==> config.mk <==
export PLATFORM = sky130hd
export DESIGN_NAME = sha256_ctrl
export DESIGN_NICKNAME = d
export VERILOG_FILES = /design/src/rtl/sha256_pkg.sv /design/src/rtl/sha256_round_ctr.sv /design/src/rtl/sha256_ctrl.sv
export SDC_FILE = /design/constraint.sdc
export NUM_CORES = 1
export LEC_CHECK = 0
export ABC_CLOCK_PERIOD_IN_PS = 3690
export CORE_UTILIZATION = 30
export DETAILED_ROUTE_END_ITERATION = 8
export SYNTH_ARGS = -nofsm -noshare
export SYNTH_HDL_FRONTEND = slang
export SYNTH_SLANG_ARGS = --single-unit
==> constraint.sdc <==
create_clock -name clk -period 3.69 [get_ports clk]
set_input_delay 0.9225 -clock clk [delete_from_list [all_inputs] [get_ports clk]]
set_output_delay 0.9225 -clock clk [all_outputs]
set_load 0.03 [all_outputs]
==> src/rtl/sha256_pkg.sv <==
// sha256_pkg: shared SHA-256 controller constants, FSM state encoding and IV values.
// The SHA-224 IV is consumed by the datapath when SHA256_CTRL_SHA224_EN is defined.
package sha256_pkg;

    localparam int DEF_NUM_ROUNDS = 64;
    localparam int DEF_ROUND_W    = 6;

    typedef enum logic [1:0] {
        IDLE   = 2'd0,
        ROUNDS = 2'd1,
        DONE   = 2'd2
    } state_t;

    // H0..H7 packed with H0 in the most significant word
    localparam logic [255:0] SHA256_IV = {
        32'h6a09e667, 32'hbb67ae85, 32'h3c6ef372, 32'ha54ff53a,
        32'h510e527f, 32'h9b05688c, 32'h1f83d9ab, 32'h5be0cd19
    };

    localparam logic [255:0] SHA224_IV = {
        32'hc1059ed8, 32'h367cd507, 32'h3070dd17, 32'hf70e5939,
        32'hffc00b31, 32'h68581511, 32'h64f98fa7, 32'hbefa4fa4
    };

    function automatic logic [31:0] iv_word(input logic sel_224, input logic [2:0] idx);
        logic [255:0] iv;
        iv = sel_224 ? SHA224_IV : SHA256_IV;
        return iv[255 - 32*idx -: 32];
    endfunction

endpackage

==> src/rtl/sha256_round_ctr.sv <==
// sha256_round_ctr: round index counter with terminal count; wraps to 0 after the last round
// so the index already reads 0 when the controller returns to idle.
module sha256_round_ctr
    import sha256_pkg::*;
#(
    parameter int NUM_ROUNDS = DEF_NUM_ROUNDS,
    parameter int ROUND_W    = DEF_ROUND_W
) (
    input  logic               clk,
    input  logic               reset_n,
    input  logic               clear,
    input  logic               enable,
    output logic [ROUND_W-1:0] round_idx,
    output logic               last_round
);

    assign last_round = round_idx == ROUND_W'(NUM_ROUNDS - 1);

    always_ff @(posedge clk or negedge reset_n) begin
        if (!reset_n)
            round_idx <= '0;
        else if (clear)
            round_idx <= '0;
        else if (enable)
            round_idx <= last_round ? '0 : round_idx + ROUND_W'(1);
    end

endmodule

==> src/rtl/sha256_ctrl.sv <==
// sha256_ctrl: SHA-256 compression control FSM (IDLE -> ROUNDS -> DONE) driving datapath strobes.
// Optional SHA-224 mode tracking is enabled by defining SHA256_CTRL_SHA224_EN.
module sha256_ctrl
    import sha256_pkg::*;
#(
    parameter int NUM_ROUNDS = DEF_NUM_ROUNDS,
    parameter int ROUND_W    = DEF_ROUND_W
) (
    input  logic               clk,
    input  logic               reset_n,
    input  logic               init,
    input  logic               next,
`ifdef SHA256_CTRL_SHA224_EN
    input  logic               mode,
    output logic               mode_224,
`endif
    output logic               ready,
    output logic               digest_valid,
    output logic               digest_init,
    output logic               state_init,
    output logic               w_init,
    output logic               w_next,
    output logic               state_update,
    output logic               digest_update,
    output logic [ROUND_W-1:0] round_idx
);

    state_t state, state_nxt;
    logic   accept;
    logic   count_en;
    logic   last_round;

    sha256_round_ctr #(
        .NUM_ROUNDS(NUM_ROUNDS),
        .ROUND_W   (ROUND_W)
    ) u_round_ctr (
        .clk       (clk),
        .reset_n   (reset_n),
        .clear     (accept),
        .enable    (count_en),
        .round_idx (round_idx),
        .last_round(last_round)
    );

    assign ready = state == IDLE;

    always_ff @(posedge clk or negedge reset_n) begin
        if (!reset_n)
            state <= IDLE;
        else
            state <= state_nxt;
    end

    // init takes priority over next; commands outside IDLE are dropped
    always_comb begin
        state_nxt     = state;
        accept        = 1'b0;
        count_en      = 1'b0;
        digest_init   = 1'b0;
        state_init    = 1'b0;
        w_init        = 1'b0;
        w_next        = 1'b0;
        state_update  = 1'b0;
        digest_update = 1'b0;
        case (state)
            IDLE: begin
                if (init || next) begin
                    accept      = 1'b1;
                    digest_init = init;
                    state_init  = 1'b1;
                    w_init      = 1'b1;
                    state_nxt   = ROUNDS;
                end
            end
            ROUNDS: begin
                count_en     = 1'b1;
                w_next       = 1'b1;
                state_update = 1'b1;
                state_nxt    = last_round ? DONE : ROUNDS;
            end
            DONE: begin
                digest_update = 1'b1;
                state_nxt     = IDLE;
            end
            default: state_nxt = IDLE;
        endcase
    end

    always_ff @(posedge clk or negedge reset_n) begin
        if (!reset_n)
            digest_valid <= 1'b0;
        else if (accept)
            digest_valid <= 1'b0;
        else if (state == DONE)
            digest_valid <= 1'b1;
    end

`ifdef SHA256_CTRL_SHA224_EN
    always_ff @(posedge clk or negedge reset_n) begin
        if (!reset_n)
            mode_224 <= 1'b0;
        else if (accept && init)
            mode_224 <= mode;
    end
`endif

endmodule
# Word-level counts from Yosys, hierarchy flattened
# Cells that the tools add are included.
[word_totals]
regBits = 9
input_bits = 4
output_inout_bits = 14
elab_cells = 26
[op_classes]
n_addsub = 1
eq_ne = 4
muxes = 14
n_reduce_logical = 4
[ops]
columns = ["operator", "count"]
rows = [
  ["6-bit two-way mux", 3],
  ["1-bit two-way mux", 8],
  ["6-bit by 1-bit adder with 6-bit output, second input constant", 1],
  ["6-bit == test, second input constant", 1],
  ["2-bit two-way mux", 2],
  ["2-bit case mux with 2 select lines", 1],
  ["2-bit nonzero test", 2],
  ["2-bit by 1-bit == test with 1-bit output, second input constant", 1],
  ["2-bit == test, second input constant", 1],
  ["2-bit logical NOT", 1],
  ["2-bit by 1-bit != test with 1-bit output, second input constant", 1],
  ["1-bit logical OR", 1],
]

# Depth between registers and ports, before layout
[depth]
depth_word = 4
depth_mapped = 4
depth_no_buf = 4

# Modules after synthesis
# From an unflattened synthesis, not the netlist that was laid out.
[hier_totals]
cells_unflattened = 47
area_unflattened_um2 = 484.2
[modules_own_cells]
columns = ["module", "n_inst", "cells_each", "area_each_um2", "seq_area_each_um2"]
rows = [
  ["sha256_round_ctr", 1, 32, 320.3, 150.1],
  ["sha256_ctrl", 1, 15, 163.9, 75.1],
]

# Worst setup path before layout
# Ideal clock, no wire load.
[synth_timing]
kind = "input to output"
start = "input init"
end = "output w_init"
arrival_time_ns = 1.955
t_required_ns = 2.768
slack_ns = 0.812
path_stages = 3
path_buffers = 1
cell_sequence = "nor2_1 -> nor3_1 -> buf_4"
[synth_between]
elab_chain_cells = 3
[synth_lines]
columns = ["element", "line_no", "text"]
rows = [
  ["start, declared", "sha256_ctrl.sv:11", "input logic init,"],
  ["1-bit logical OR", "sha256_ctrl.sv:67", "if (init || next) begin"],
  ["1-bit two-way mux (2 in series)", "--", ""],
  ["end, declared", "sha256_ctrl.sv:21", "output logic w_init,"],
]
# No other way between the ends.

# Worst setup path after layout
[layout_timing]
start = "input init"
end = "output state_init"
[layout_between]
elab_chain_cells = 3
[layout_lines]
columns = ["element", "line_no", "text"]
rows = [
  ["1-bit logical OR", "sha256_ctrl.sv:67", ""],
  ["1-bit two-way mux", "sha256_ctrl.sv:67", ""],
  ["1-bit two-way mux", "sha256_ctrl.sv:65", "case (state)"],
  ["end, declared", "sha256_ctrl.sv:20", "output logic state_init,"],
]
# No other way between the ends.

==> summary.md <==
| Metric | Value |
|---|---|
| Final setup vio count | 0 |
| Synth-to-Final Area Change | 43.0% |
| DP Wirelength | 735 um |
| Max Slew Vio Count | 0 |
| Worst skew pair latency | around 0.25 ns |
| Deepest clock path buffer count | 2 |
| Synth Instances | 47 |
| CORE AREA | 1370 um2 |
| Ant diodes | 0 |
| Clock Skew | 0.00541 ns |
| Root buffer cell | clkbuf_4 |
| DIE HEIGHT | 41.4 um |
| Ys Warns | 0 |
| DIE WIDTH | 41.4 um |
| GPL Wtd Cong | 0.776 |
| Critical Path RT | 2.77 ns |
| Slew of the pin with the lowest slew margin | 0.396 ns |
| Max Cap Violations | 0 |
| Drt via density | 5.14 |
| Tightest Hold Check Type | flip-flop to flip-flop |
| Drt total wl | 949 um |
| Number of I/O port buffers | 17 |
| Initial antenna violation count | 0 |
| CTS HTree Levels | 1 |
| Setup TNS | 0 ns |
| PostCTS Resize Cnt | 0 |
| Fmax | ~300 MHz |
| Pre-CTS setup slack | between 0.3 and 0.4 ns |
| Pwr Density | 811 nW/um2 |
| Syn Nets | 52 |
| Worst path arrival time | 2.36 ns |
| Gr usage total | approximately 15% |
| Starting density of the core | about 34% |
| Crit-path max FO | 3 |
| # fillers | 145 |
| Clk pin slew, worst setup/hold paths | 0.06 ns |
| Detailed Routing Iterations Pass 1 | 2 |
| Slew HR | between 70 and 80% |
| Final std cell area, no fill | 666 um2 |
| Synth unique cells | 22 |
| CP endpoint kind | output pin |
| Final net count | 72 |
| CTS tree | yes |
| Crit path time final | 3.29 ns |
| Num CTS Buffers | 3 |
| WL/cell | 11.7 um |
| Share of cells above drive strength 1 | 7.58% |
| Final hold violation count | 0 |
| Static Leak | ~0.28 nW |
| Tcrit/Tclk final | roughly 90% |
| Grt total ovfl | 0 |
| Cell area after synthesis | approximately 470 um2 |
| Row count | 13 |
| Post-synthesis register bit count | 9 |
| Global-route wire length before repair | 1640 um |
| Crit path launch type | input pin |
| Status | finished clean |
| Residual DRC count | 0 |
| Seq/Total Area, Yosys | 48.4% |
| Via count | ~420 |
| Cts hold-fix bufs | 0 |
| Syn Area/Cell | 9.90 um2 |
| WS Path Type | input pin to output pin |
| DRT iter0 DRCs | 3 |
| Number of setup buffers added after CTS | 0 |
| Sequential cell area | around 230 um2 |
| Slack of the critical path | 0.403 ns |
| I/O pin cnt | 18 |
| Post-DP Area | 639 um2 |
| Die Area | 1710 um2 |
| Clk sinks | 9 |
| DRT antenna net count | 0 |
| Peak supply drop | 0.469 mV |
| RSZ-0062 raised after global routing | false |
| Largest net degree at the start of global routing | 10 |
| Multi-input gate area | 221 um2 |
| Vias in the first global route | 400 |
power breakdown:
group	internal (mW)	switching (mW)
Sequential	0.135	0.0499
Clock	0.0415	0.0328
Combinational	0.133	0.147
Total	0.310	0.230
layout make-up:
type | instances | share of cell area (%)
sequential | 9 | 33.8
multi-input combinational | 35 | 33.3
timing repair buffer | 17 | 25.6
clock buffer | 4 | 3.95
tap | 15 | 2.82
inverter | 1 | 0.564
flip-flops by register name, summed over array words and instances (netlist names):
name,count
state,2
u_round_ctr.round_idx,6
digest_valid,1
worst max-delay path: stages:
cell	delay, ns
clkdlybuf4s50_1	0.49
nor2_1	0.07
nor3_1	0.17
clkdlybuf4s50_1	0.71
routing by layer:
metal	up-vias	GRT usage, %	share of wire [%]
met4	0	4.84	0
met1	198	18.7	45
li1	206	-	-
met2	12	25.4	48
met5	-	0	0
met3	0	3.19	6.6
worst paths after layout:
kind / cells after the start / slack [ns] / from / endpoint
max: 4 / 0.40 / init / state_init
min: 2 / 0.52 / digest_valid / digest_valid
max reg2reg: 4 / 2.28 / u_round_ctr.round_idx[0] / u_round_ctr.round_idx[0]
min reg2reg: 2 / 0.52 / digest_valid / digest_valid
max in group asynchronous: 1 / 2.45 / reset_n / state[1]
min in group asynchronous: 1 / 0.96 / reset_n / u_round_ctr.round_idx[4]
synthesized netlist by cell type:
master	count	area (um2)
and2b_2	1	8.76
xnor2_1	2	17.5
o31ai_1	1	7.51
or4_1	1	7.51
nor3b_1	1	7.51
dfrtp_1	9	225
o21a_1	1	7.51
nor2_1	3	11.3
or2_1	1	6.26
mux2_2	1	11.3
ha_1	1	12.5
a22o_1	3	26.3
o211ai_1	1	7.51
and2_1	1	6.26
nand2b_1	2	12.5
o21ai_0	3	15.0
nor3_1	3	15.0
inv_1	1	3.75
nand3_1	4	20.0
buf_4	2	15.0
a21oi_1	2	10.0
nand2_1	3	11.3
placed cells by master (no fill, tap or decap), types with 2 or more instances in the layout:
cell type,count
nor2_1,3
nand2b_1,2
clkdlybuf4s50_1,17
nor3_1,3
clkbuf_4,3
dfrtp_1,9
a22o_1,3
nand3_1,4
nand2_1,3
a21oi_1,2
o21ai_0,3
xnor2_1,2
per-stage QoR:
stage               util [%]  hold WS, ns  cells  total power [mW]
floorplan                  -        0.524     47             0.363
global placement        46.8        0.524     77             0.468
detailed placement      46.8        0.519     77             0.469
CTS                     48.7        0.532     81             0.547
global route            48.7        0.572     81             0.585
finish                  48.7        0.520     81             0.540
cell families after synthesis:
| family | Yosys count | synth area share (%) |
|---|---|---|
| fa+ha+maj | 1 | 2.69 |
| flops | 9 | 48.4 |
| compound gates | 11 | 15.9 |
| mux | 1 | 2.42 |
| buf+inv | 3 | 4.03 |
| simple gates | 20 | 22.9 |
| xor+xnor | 2 | 3.76 |
Power figures use the tool's default switching activity.
